## config.mk

```make
export PLATFORM = sky130hd
export DESIGN_NAME = qsfp_health_scan
export DESIGN_NICKNAME = d
export VERILOG_FILES = /design/src/rtl/qsfp_health_pkg.sv /design/src/rtl/qsfp_health_eval.sv /design/src/rtl/qsfp_health_scan.sv
export SDC_FILE = /design/constraint.sdc
export NUM_CORES = 1
export LEC_CHECK = 0
export ABC_AREA = 1
export BUFFER_PORTS_ARGS = -buffer_cell sky130_fd_sc_hd__buf_2
export CELL_PAD_IN_SITES_DETAIL_PLACEMENT = 0
export CELL_PAD_IN_SITES_GLOBAL_PLACEMENT = 1
export CORE_UTILIZATION = 37
export DETAILED_ROUTE_END_ITERATION = 6
export GPL_TIMING_DRIVEN = 1
export PLACE_DENSITY_LB_ADDON = 0.1
export SYNTH_ARGS = -nofsm -noshare
export SYNTH_HDL_FRONTEND = slang
export SYNTH_HIERARCHICAL = 1
export SYNTH_SLANG_ARGS = --single-unit
```

## constraint.sdc

```tcl
create_clock -name clk -period 5.4 [get_ports clk]
set_clock_uncertainty 0.15 [all_clocks]
set_input_delay 0.54 -clock clk [delete_from_list [all_inputs] [get_ports clk]]
set_output_delay 0.54 -clock clk [all_outputs]
set_load 0.1 [all_outputs]
```

## src/rtl/qsfp_health_pkg.sv

```systemverilog
// Shared constants and types for the QSFP health scanner.
package qsfp_health_pkg;

  // Byte offsets within one cage's readout window
  localparam logic [7:0] OFS_PRESENCE    = 8'h00;
  localparam logic [7:0] OFS_TEMPERATURE = 8'h16;
  localparam logic [7:0] OFS_VSUPPLY     = 8'h1A;
  localparam logic [7:0] OFS_RXPOWER0    = 8'h22;

  localparam int BYTES_PER_CAGE = 13;

  // Alarm bit positions within a cage's 3-bit alarm field
  localparam int ALM_TEMP_HIGH = 0;
  localparam int ALM_VCC_LOW   = 1;
  localparam int ALM_RX_LOW    = 2;

  // Order in which the bytes of one cage are read
  typedef enum logic [3:0] {
    FLD_PRS,
    FLD_TEMP_HI, FLD_TEMP_LO,
    FLD_VCC_HI,  FLD_VCC_LO,
    FLD_RX0_HI,  FLD_RX0_LO,
    FLD_RX1_HI,  FLD_RX1_LO,
    FLD_RX2_HI,  FLD_RX2_LO,
    FLD_RX3_HI,  FLD_RX3_LO
  } field_e;

  typedef enum logic [2:0] {
    ST_IDLE,
    ST_ISSUE,
    ST_WAIT,
    ST_CAPTURE,
    ST_COMMIT
  } state_e;

  // Byte offset of a field; RX lanes are four consecutive big-endian words
  function automatic logic [7:0] field_offset(input field_e f);
    logic [7:0] ofs;
    case (f)
      FLD_PRS:     ofs = OFS_PRESENCE;
      FLD_TEMP_HI: ofs = OFS_TEMPERATURE;
      FLD_TEMP_LO: ofs = OFS_TEMPERATURE + 8'd1;
      FLD_VCC_HI:  ofs = OFS_VSUPPLY;
      FLD_VCC_LO:  ofs = OFS_VSUPPLY + 8'd1;
      default:     ofs = OFS_RXPOWER0 + {4'd0, f} - 8'd5;
    endcase
    return ofs;
  endfunction

endpackage

```

## src/rtl/qsfp_health_eval.sv

```systemverilog
// Per-cage shadow capture, RX lane minimum, threshold compare and sticky alarms.
module qsfp_health_eval
  import qsfp_health_pkg::*;
#(
  parameter int PRS_BIT = 0
) (
  input  logic        clk,
  input  logic        rst_n,
  input  logic        cap_en,
  input  field_e      fld,
  input  logic [7:0]  rd_data,
  input  logic        commit,
  input  logic        alarm_clear,
  input  logic [15:0] temp_hi,
  input  logic [15:0] vcc_lo,
  input  logic [15:0] rx_lo,
  output logic        present,
  output logic [15:0] temperature,
  output logic [15:0] vsupply,
  output logic [15:0] rxpower_min,
  output logic [2:0]  alarm
);

  logic        prs_s_q, prs_s_d;
  logic [7:0]  msb_s_q, msb_s_d;
  logic [15:0] temp_s_q, temp_s_d;
  logic [15:0] vcc_s_q, vcc_s_d;
  logic [15:0] rxmin_s_q, rxmin_s_d;
  logic        present_q, present_d;
  logic [15:0] temp_q, temp_d;
  logic [15:0] vcc_q, vcc_d;
  logic [15:0] rxmin_q, rxmin_d;
  logic [2:0]  alarm_q, alarm_d;
  logic [15:0] word_s;
  logic        mod_present;
  logic [2:0]  set_ev;

  // Shadow and published registers
  always_ff @(posedge clk or negedge rst_n) begin
    if (!rst_n) begin
      prs_s_q   <= 1'b1;
      msb_s_q   <= '0;
      temp_s_q  <= '0;
      vcc_s_q   <= '0;
      rxmin_s_q <= '0;
      present_q <= 1'b0;
      temp_q    <= '0;
      vcc_q     <= '0;
      rxmin_q   <= '0;
      alarm_q   <= '0;
    end else begin
      prs_s_q   <= prs_s_d;
      msb_s_q   <= msb_s_d;
      temp_s_q  <= temp_s_d;
      vcc_s_q   <= vcc_s_d;
      rxmin_s_q <= rxmin_s_d;
      present_q <= present_d;
      temp_q    <= temp_d;
      vcc_q     <= vcc_d;
      rxmin_q   <= rxmin_d;
      alarm_q   <= alarm_d;
    end
  end

  // Byte capture: MSBs park in msb_s, the LSB completes the word
  always_comb begin
    word_s    = {msb_s_q, rd_data};
    prs_s_d   = prs_s_q;
    msb_s_d   = msb_s_q;
    temp_s_d  = temp_s_q;
    vcc_s_d   = vcc_s_q;
    rxmin_s_d = rxmin_s_q;
    if (cap_en) begin
      case (fld)
        FLD_PRS:     prs_s_d = rd_data[PRS_BIT];
        FLD_TEMP_LO: temp_s_d = word_s;
        FLD_VCC_LO:  vcc_s_d = word_s;
        FLD_RX0_LO:  rxmin_s_d = word_s;
        FLD_RX1_LO, FLD_RX2_LO, FLD_RX3_LO: begin
          if (word_s < rxmin_s_q) rxmin_s_d = word_s;
        end
        default:     msb_s_d = rd_data;
      endcase
    end
  end

  // Commit: publish the snapshot and fold new alarm events in; set beats clear
  always_comb begin
    mod_present = ~prs_s_q;
    set_ev = '0;
    set_ev[ALM_TEMP_HIGH] = mod_present && ($signed(temp_s_q) > $signed(temp_hi));
    set_ev[ALM_VCC_LOW]   = mod_present && (vcc_s_q < vcc_lo);
    set_ev[ALM_RX_LOW]    = mod_present && (rxmin_s_q < rx_lo);
    present_d = present_q;
    temp_d    = temp_q;
    vcc_d     = vcc_q;
    rxmin_d   = rxmin_q;
    if (commit) begin
      present_d = mod_present;
      temp_d    = mod_present ? temp_s_q  : '0;
      vcc_d     = mod_present ? vcc_s_q   : '0;
      rxmin_d   = mod_present ? rxmin_s_q : '0;
    end
    alarm_d = (alarm_clear ? 3'b000 : alarm_q) | (commit ? set_ev : 3'b000);
  end

  // Output drive
  always_comb begin
    present     = present_q;
    temperature = temp_q;
    vsupply     = vcc_q;
    rxpower_min = rxmin_q;
    alarm       = alarm_q;
  end

endmodule

```

## src/rtl/qsfp_health_scan.sv

```systemverilog
// Periodic QSFP health poller on the readout wrapper's byte port.
//
// state   | meaning
// IDLE    | waiting for interval timeout or a scan request
// ISSUE   | address driven; held here while the debug bus owns the wrapper
// WAIT    | remaining read latency beyond the first cycle
// CAPTURE | readData valid, sampled into the cage shadow registers
// COMMIT  | shadow copied to outputs, alarms evaluated, timer restarted
module qsfp_health_scan
  import qsfp_health_pkg::*;
#(
  parameter int QSFP_COUNT     = 2,
  parameter int CLOCK_RATE     = 100000000,
  parameter int SCAN_PERIOD_MS = 100,
  parameter int READ_LATENCY   = 1,
  parameter int PRS_BIT        = 0
) (
  input  logic                          clk,
  input  logic                          rst_n,
  output logic [$clog2(QSFP_COUNT)+7:0] readAddress,
  input  logic [7:0]                    readData,
  input  logic                          bus_claim,
  input  logic                          scan_now,
  input  logic                          alarm_clear,
  input  logic [15:0]                   temp_hi,
  input  logic [15:0]                   vcc_lo,
  input  logic [15:0]                   rx_lo,
  output logic [QSFP_COUNT-1:0]         present,
  output logic [16*QSFP_COUNT-1:0]      temperature,
  output logic [16*QSFP_COUNT-1:0]      vsupply,
  output logic [16*QSFP_COUNT-1:0]      rxpower_min,
  output logic [3*QSFP_COUNT-1:0]       alarm,
  output logic                          scan_busy,
  output logic                          scan_done,
  output logic [15:0]                   scan_count
);

  localparam int             CIW        = $clog2(QSFP_COUNT);
  localparam logic [31:0]    PERIOD_TC  = 32'(CLOCK_RATE / 1000 * SCAN_PERIOD_MS - 1);
  localparam logic [2:0]     WAIT_LOAD  = 3'(READ_LATENCY - 2);
  localparam logic [CIW-1:0] LAST_CAGE  = CIW'(QSFP_COUNT - 1);
  localparam field_e         LAST_FIELD = field_e'(BYTES_PER_CAGE - 1);

  state_e         state_q, state_d;
  field_e         byte_q, byte_d;
  logic [CIW-1:0] cage_q, cage_d;
  logic [CIW+7:0] addr_q, addr_d;
  logic [2:0]     wait_q, wait_d;
  logic [31:0]    ivl_q, ivl_d;
  logic           pend_q, pend_d;
  logic           done_q, done_d;
  logic [15:0]    count_q, count_d;
  logic           last_byte, cap_valid, commit;

  // State and datapath registers
  always_ff @(posedge clk or negedge rst_n) begin
    if (!rst_n) begin
      state_q <= ST_IDLE;
      byte_q  <= FLD_PRS;
      cage_q  <= '0;
      addr_q  <= '0;
      wait_q  <= '0;
      ivl_q   <= '0;
      pend_q  <= 1'b0;
      done_q  <= 1'b0;
      count_q <= '0;
    end else begin
      state_q <= state_d;
      byte_q  <= byte_d;
      cage_q  <= cage_d;
      addr_q  <= addr_d;
      wait_q  <= wait_d;
      ivl_q   <= ivl_d;
      pend_q  <= pend_d;
      done_q  <= done_d;
      count_q <= count_d;
    end
  end

  // Next-state: a claimed bus restarts the current byte from ISSUE
  always_comb begin
    last_byte = (byte_q == LAST_FIELD) && (cage_q == LAST_CAGE);
    state_d = state_q;
    case (state_q)
      ST_IDLE:    if (ivl_q == PERIOD_TC || pend_q || scan_now) state_d = ST_ISSUE;
      ST_ISSUE:   if (!bus_claim) state_d = (READ_LATENCY > 1) ? ST_WAIT : ST_CAPTURE;
      ST_WAIT: begin
        if (bus_claim)          state_d = ST_ISSUE;
        else if (wait_q == '0)  state_d = ST_CAPTURE;
      end
      ST_CAPTURE: begin
        if (bus_claim)          state_d = ST_ISSUE;
        else if (last_byte)     state_d = ST_COMMIT;
        else                    state_d = ST_ISSUE;
      end
      ST_COMMIT:  state_d = ST_IDLE;
      default:    state_d = ST_IDLE;
    endcase
  end

  // Byte/cage walk, address, latency down-counter, interval timer, request flag
  always_comb begin
    byte_d  = byte_q;
    cage_d  = cage_q;
    addr_d  = addr_q;
    wait_d  = wait_q;
    ivl_d   = ivl_q;
    pend_d  = pend_q;
    count_d = count_q;
    done_d  = (state_q == ST_COMMIT);

    if (state_q == ST_IDLE && state_d == ST_ISSUE) begin
      pend_d = 1'b0;
      byte_d = FLD_PRS;
      cage_d = '0;
    end else if (scan_now) begin
      pend_d = 1'b1;
    end

    if (state_q == ST_CAPTURE && !bus_claim && !last_byte) begin
      if (byte_q == LAST_FIELD) begin
        byte_d = FLD_PRS;
        cage_d = cage_q + CIW'(1);
      end else begin
        byte_d = field_e'(byte_q + 4'd1);
      end
    end

    if (state_d == ST_ISSUE) addr_d = {cage_d, field_offset(byte_d)};

    if (state_q == ST_ISSUE && state_d == ST_WAIT) wait_d = WAIT_LOAD;
    else if (state_q == ST_WAIT)                   wait_d = wait_q - 3'd1;

    if (state_q == ST_COMMIT) begin
      ivl_d   = '0;
      count_d = count_q + 16'd1;
    end else if (state_q == ST_IDLE && ivl_q != PERIOD_TC) begin
      ivl_d = ivl_q + 32'd1;
    end
  end

  // Outputs decoded from state and registers
  always_comb begin
    scan_busy   = (state_q != ST_IDLE);
    scan_done   = done_q;
    scan_count  = count_q;
    readAddress = addr_q;
    cap_valid   = (state_q == ST_CAPTURE) && !bus_claim;
    commit      = (state_q == ST_COMMIT);
  end

  for (genvar c = 0; c < QSFP_COUNT; c++) begin : g_cage
    qsfp_health_eval #(.PRS_BIT(PRS_BIT)) u_eval (
      .clk         (clk),
      .rst_n       (rst_n),
      .cap_en      (cap_valid && (cage_q == CIW'(c))),
      .fld         (byte_q),
      .rd_data     (readData),
      .commit      (commit),
      .alarm_clear (alarm_clear),
      .temp_hi     (temp_hi),
      .vcc_lo      (vcc_lo),
      .rx_lo       (rx_lo),
      .present     (present[c]),
      .temperature (temperature[16*c +: 16]),
      .vsupply     (vsupply[16*c +: 16]),
      .rxpower_min (rxpower_min[16*c +: 16]),
      .alarm       (alarm[3*c +: 3])
    );
  end

endmodule

```

* After elaboration in Yosys (flattened, before gate mapping)
Cells that the tools add are included.
** Operators by class
- Add/sub/neg operators :: 7
- Order comparisons :: 8
- Equal/unequal tests :: 20
- Multiplexer cells :: 34
- Bitwise operators :: 6
- Reduce and logical (&&, ||, !) cells :: 39
** Operator list (count)
- 2-to-1 mux 16 bit :: 8
- less-than comparator 16 bit :: 6
- 2-to-1 mux 32 bit :: 2
- one-hot mux 16 bit (2 select lines) :: 2
- one-hot mux 8 bit (5 select lines) :: 1
- 2-to-1 mux 3 bit :: 12
- adder 32 x 1 -> 32 bit, second input constant :: 1
- equality test 32 x 24 -> 1 bit, second input constant :: 1
- > comparator 16 bit :: 2
- inequality test 32 x 24 -> 1 bit, second input constant :: 1
- adder 16 x 1 -> 16 bit, second input constant :: 1
- AND reduction 2 bit :: 8
- logical AND 1 bit :: 14
- equality test 4 x 2 -> 1 bit, second input constant :: 3
- equality test 4 x 3 -> 1 bit, second input constant :: 3
- equality test 4 bit, second input constant :: 3
- 2-to-1 mux 4 bit :: 3
- one-hot mux 3 bit (4 select lines) :: 1
- equality test 3 x 2 -> 1 bit, second input constant :: 3
- logical NOT 4 bit :: 2
- nonzero test 2 bit :: 4
- subtractor 7 x 3 -> 8 bit, second input constant :: 1
- adder 6 x 4 -> 7 bit, first input constant :: 1
- OR reduction 7 bit :: 1
- other kinds (16) :: 30
** Storage, ports and cells
- Register bits after elaboration :: 288
- Input bits :: 61
- Logic and storage cells :: 143

* Logic depth before layout (Yosys ltp)
- Word-level depth :: 12
- Mapped depth :: 18

* Hierarchy
Netlist, hierarchy kept.
** By module, submodules not included
- qsfp_health_eval :: times used 2, cells each 625, area each 5600.4 um^2, sequential area each 2728.9 um^2
- qsfp_health_scan :: times used 1, cells each 469, area each 3865.0 um^2, sequential area each 1701.6 um^2

* Least setup slack after synthesis
No wires, ideal clock.
- Path kind :: register to register
- Start :: reg byte_q[0]
- End :: reg addr_q[0], in the netlist readAddress[0]
- Arrival time :: 2321 ps
- Data required time :: 5182 ps
- Slack :: 2861 ps
- Cell stages (with the launch flop) :: 17
- Path through :: dfrtp_1 -> inv_1 -> ha_1 -> inv_2 -> nor3_4 -> nand2_2 -> nand2_2 -> nand3_1 -> nand2_1 -> inv_1 -> ha_1 -> or2_2 -> o21ai_1 -> nand3_1 -> nand2_1 -> nand3_1 -> nand2_1
** Between the ends
- Word-level cells in the longest chain between the ends :: 12
- Elaborated cells between the ends (all ways) :: 21
- Classes of those cells :: add/sub (3); eq/ne (6); mux (7); reduce/logical (5)
** Ends and longest elaborated chain
- start, declared :: line qsfp_health_scan.sv:45 : field_e byte_q, byte_d;
- start signal, assigned :: line qsfp_health_scan.sv:69 : byte_q <= byte_d;
- equality test 4 bit :: line qsfp_health_scan.sv:82, qsfp_health_scan.sv:121
- logical AND 1 bit :: line qsfp_health_scan.sv:82 : last_byte = (byte_q == LAST_FIELD) && (cage_q == LAST_CAGE);
- 2-to-1 mux 3 bit :: line qsfp_health_scan.sv:93 : else if (last_byte) state_d = ST_COMMIT;
- 2-to-1 mux 3 bit :: line qsfp_health_scan.sv:92 : if (bus_claim) state_d = ST_ISSUE;
- one-hot mux 3 bit (4 select lines) :: line qsfp_health_scan.sv:84 : case (state_q)
- equality test 3 x 1 -> 1 bit :: line qsfp_health_scan.sv:112 : if (state_q == ST_IDLE && state_d == ST_ISSUE) begin
- logical AND 1 bit :: line qsfp_health_scan.sv:112
- 2-to-1 mux 4 bit :: line qsfp_health_scan.sv:112
- 2-to-1 mux 4 bit (*) :: line qsfp_health_scan.sv:120 : if (state_q == ST_CAPTURE && !bus_claim && !last_byte) begin
- net byte_d[0] :: line qsfp_health_scan.sv:45
- adder 6 x 4 -> 7 bit :: line qsfp_health_pkg.sv:45 : default: ofs = OFS_RXPOWER0 + {4'd0, f} - 8'd5;
- subtractor 7 x 3 -> 8 bit :: line qsfp_health_pkg.sv:45
- one-hot mux 8 bit (5 select lines) (*) :: line qsfp_health_pkg.sv:39 : case (f)
- end signal, assigned :: line qsfp_health_scan.sv:71 : addr_q <= addr_d;
- end, declared :: line qsfp_health_scan.sv:47 : logic [CIW+7:0] addr_q, addr_d;
The timed path passes the listed nets; every way through them passes the cells marked *.
A chain may end at the register's enable or synchronous reset.

* Final worst setup path
- Start :: reg state_q[1]
- End :: reg g_cage[1].u_eval.alarm_q[2]
** Between the ends
- Word-level cells in the longest chain between the ends :: 3
** Ends and longest elaborated chain
- start, declared :: line qsfp_health_scan.sv:44 : state_e state_q, state_d;
- start signal, assigned :: line qsfp_health_scan.sv:68 : state_q <= state_d;
- equality test 3 bit :: line qsfp_health_scan.sv:149 : commit = (state_q == ST_COMMIT);
- 2-to-1 mux 3 bit :: line qsfp_health_eval.sv:104 : alarm_d = (alarm_clear ? 3'b000 : alarm_q) | (commit ? set_ev : 3'b000);
- OR 3 bit :: line qsfp_health_eval.sv:104
- net g_cage[1].u_eval.alarm_d[2] :: line qsfp_health_eval.sv:33 : logic [2:0] alarm_q, alarm_d;
- end signal, assigned :: line qsfp_health_eval.sv:61 : alarm_q <= alarm_d;
- end, declared :: line qsfp_health_eval.sv:33
The timed path passes the listed nets, and every way through them passes these cells.

==> results.txt <==
Post-synthesis sequential area ratio: 0.475
Yosys top cell by area: dfrtp_1
First-pass GRT wire length: 68300 µm
Routed vias: 12200
Switch share: 0.334
TritonRoute pass-1 iters: 4
Final WS setup: 2.29 ns
Gpl congestion: 0.800
Worst endpoint required time: 5.71 ns
Crit-path max FO: 50
Htree depth: 2
Top-area cell type share of the netlist area: 0.472
Reg clk slew, reported paths: 0.06 ns
Number of buffers created by CTS: 35
CP Capture Type: register
Peak Freq: 322 MHz
Critical Path Sink: g_cage[1].u_eval/alarm[2]
Placed cells: 2395
Site row count: 73
Setup_tns: 0 ns
Predominant post-synthesis flop cell: dfrtp_1
Top Ports: 192
Worst Hold Class: in2reg
Synth cell count leaders: nand2_1, dfrtp_1, inv_1
1st-iter DRT viols: 657
Worst Hold Depth: 2
Die Footprint: 41500 µm²
Max cap viols: 0
Grt ovf: 0
Combinational share of power: 0.209
Wirelength per Cell: 17.6 µm
Clock power share: 0.379
Power Density: 355 nW/µm²
Fin nets: 2101
DP Worst Slack: 2.30 ns
Final setup viols: 0
Syn_area_per_cell: 8.76 µm²
Clk_lat worst skew: 0.53 ns
Slowest Stage Delay on Critical Path: 0.44 ns
Synth cell types: 57
Initial Util: 0.377
Synthesis Warnings: 6
Worst setup path start: state_q[1]
Tmin final: 3.11 ns
Clock tree buffer depth: 3
Sequential Power Share: 0.412
CTS tree: yes
CTS sink count: 286
ANT nets after route: 0
WL final: 43400 µm
Most numerous cell in the Yosys netlist: nand2_1
Status: complete, no violations
Gr usage total: 0.214
Initial antenna violation count: 6
Register-to-Register Path Depth: 12
Via density: 4.94
Area contributors post-synth: dfrtp_1, ha_1, nand2_1, inv_1, o21ai_0
Worst reg2reg path startpoint: state_q[1]
Largest net degree at the start of global routing: 124
PortBufs: 189
Crit-path cells: nor2_2, inv_2, nor2_8, inv_1, buf_4, nor2_2, buf_4, inv_1, a211o_1, a21oi_1, nand2_1, nand2_1
Non-Filler Instances: 2461
Sw Pwr: 2.10 mW
Startpoint types: register
Drc violations: 0
R2r setup slk: 2.29 ns
Worst path slowest cell: inv_1
Post-synth EDFFs: 0
Final Hold Fails: 0
Core area: 39900 µm²
Filler cell count: 3988
Clock Tree Root: clkbuf_16
Die W: 204 µm
CP arrival: 3.42 ns
LEAKAGE: 9.59 nW
Slew headroom: 0.271
Worst Setup Path Type: reg2reg
Internal: 4.19 mW
Mapped Cells: 1719
Worst IR Drop VDD: 0.207 mV
DP HPWL: 32100 µm
Die height: 204 µm
Final Max Tran Viols: 0
Setup Fix Bufs, Post-CTS: 0
Share of layout cells above drive strength 1: 0.164
Vias in the first global route: 12200
Syn-to-layout area delta: 17.6%
Period utilization: 0.576
Worst r2r dst: g_cage[1].u_eval/alarm[2]
Cell Area, Synth: 15100 µm²
Worst Max-Slew Pin Slew: 1.09 ns
Yosys reg bits: 286
Async set-or-reset flop fraction in the synthesized netlist: 1.00
Unrepaired setup endpoints after global routing: no
## final cells by class
type	instances	area, µm²	share of cell area
Tap cell	525	657	0.0371
Sequential cell	286	7160	0.404
Multi-Input combinational cell	1127	6730	0.380
Clock inverter	15	150	0.00848
Timing Repair Buffer	196	1020	0.0578
Antenna cell	1	2.50	0.000141
Inverter	262	986	0.0557
Clock buffer	49	1010	0.0570
## sequential cells by signal, indices dropped and copies added, names as in the netlist
register and cells:
g_cage.u_eval/present 2, scan_done 1, g_cage.u_eval/temp_s_q 32, ivl_q 32, g_cage.u_eval/rxpower_min 32, byte_q 4, wait_q 3, cage_q 1
readAddress 7, g_cage.u_eval/rxmin_s_q 32, pend_q 1, scan_count 16, g_cage.u_eval/temperature 32, g_cage.u_eval/vcc_s_q 32, g_cage.u_eval/msb_s_q 16, g_cage.u_eval/alarm 6
g_cage.u_eval/prs_s_q 2, g_cage.u_eval/vsupply 32, state_q 3
## routing by layer
| metal | routed length (µm) | share of wire | up-vias | GRT usage |
|---|---|---|---|---|
| met3 | 2070 | 0.048 | 76 | 0.0401 |
| li1 | - | - | 6016 | - |
| met5 | 47 | 0.0011 | - | 0 |
| met2 | 19300 | 0.45 | 263 | 0.335 |
| met4 | 1040 | 0.024 | 8 | 0.0604 |
| met1 | 20900 | 0.48 | 5794 | 0.301 |
## power by group through the flow
stage,logic (mW),registers [mW],clock network [mW]
finish,1.31,2.59,2.39
global route,1.53,2.62,2.53
CTS,1.33,2.60,2.45
detailed placement,1.32,2.63,0
global placement,1.30,2.63,0
floorplan,0.855,2.66,0
## kinds of logic (layout without fill, tap and decap cells)
logic type	count (synthesis)	in the layout	share of synthesized area
DFF	286	286	0.475
other	1	3	0.000249
xor gates and xnor gates	19	19	0.0110
and+or+nand+nor	643	643	0.193
adders and majority gates	132	132	0.110
AOI/OAI and AO/OA	331	331	0.132
buffers and inverters	307	522	0.0788
## worst min path at each step
stage,start,endpoint
2_1_floorplan,rst_n,byte_q[0]
3_3_place_gp,scan_count[15],scan_count[15]
3_5_place_dp,scan_count[15],scan_count[15]
4_1_cts,bus_claim,state_q[2]
5_1_grt,bus_claim,state_q[2]
6_report,bus_claim,state_q[2]
## worst max-delay path, delay by kind of cell (launching register included)
kind            cells  cell delay [ns]
buf+inv             5             1.22
simple gates        5             0.72
compound gates      2             0.47
flops               1             0.43
## repair_timing
item / CTS / global route
gates resized for setup: 0 / 0
endpoints found under the hold margin: 20 / 0
hold buffers: 1 / 0
## cell usage in the layout, fill, tap and decap left out, drive strengths merged, types with 7 or more instances in the layout
| cell type | instances |
|---|---|
| xnor2 | 7 |
| xor2 | 12 |
| ha | 132 |
| nand2 | 419 |
| buf | 195 |
| nand3 | 82 |
| nand4 | 17 |
| nor3 | 23 |
| nor2 | 81 |
| o21ai | 152 |
| dfrtp | 284 |
| a22o | 60 |
| nor4 | 9 |
| o21a | 15 |
| clkinv | 9 |
| clkbuf | 49 |
| inv | 262 |
| a21oi | 80 |
## per-stage QoR
| step | hold WS [ns] | cell area [µm²] | utilization | power [mW] |
|---|---|---|---|---|
| floorplan | 0.0944 | 15100 | - | 3.52 |
| CTS | 0.0730 | 17700 | 0.444 | 6.38 |
| global route | 0.0967 | 17700 | 0.444 | 6.68 |
| detailed placement | 0.309 | 16500 | 0.414 | 3.96 |
| global placement | 0.309 | 16500 | 0.414 | 3.93 |
| finish | 0.0924 | 17700 | 0.444 | 6.29 |
No activity file was read; power rests on OpenSTA's default activity.
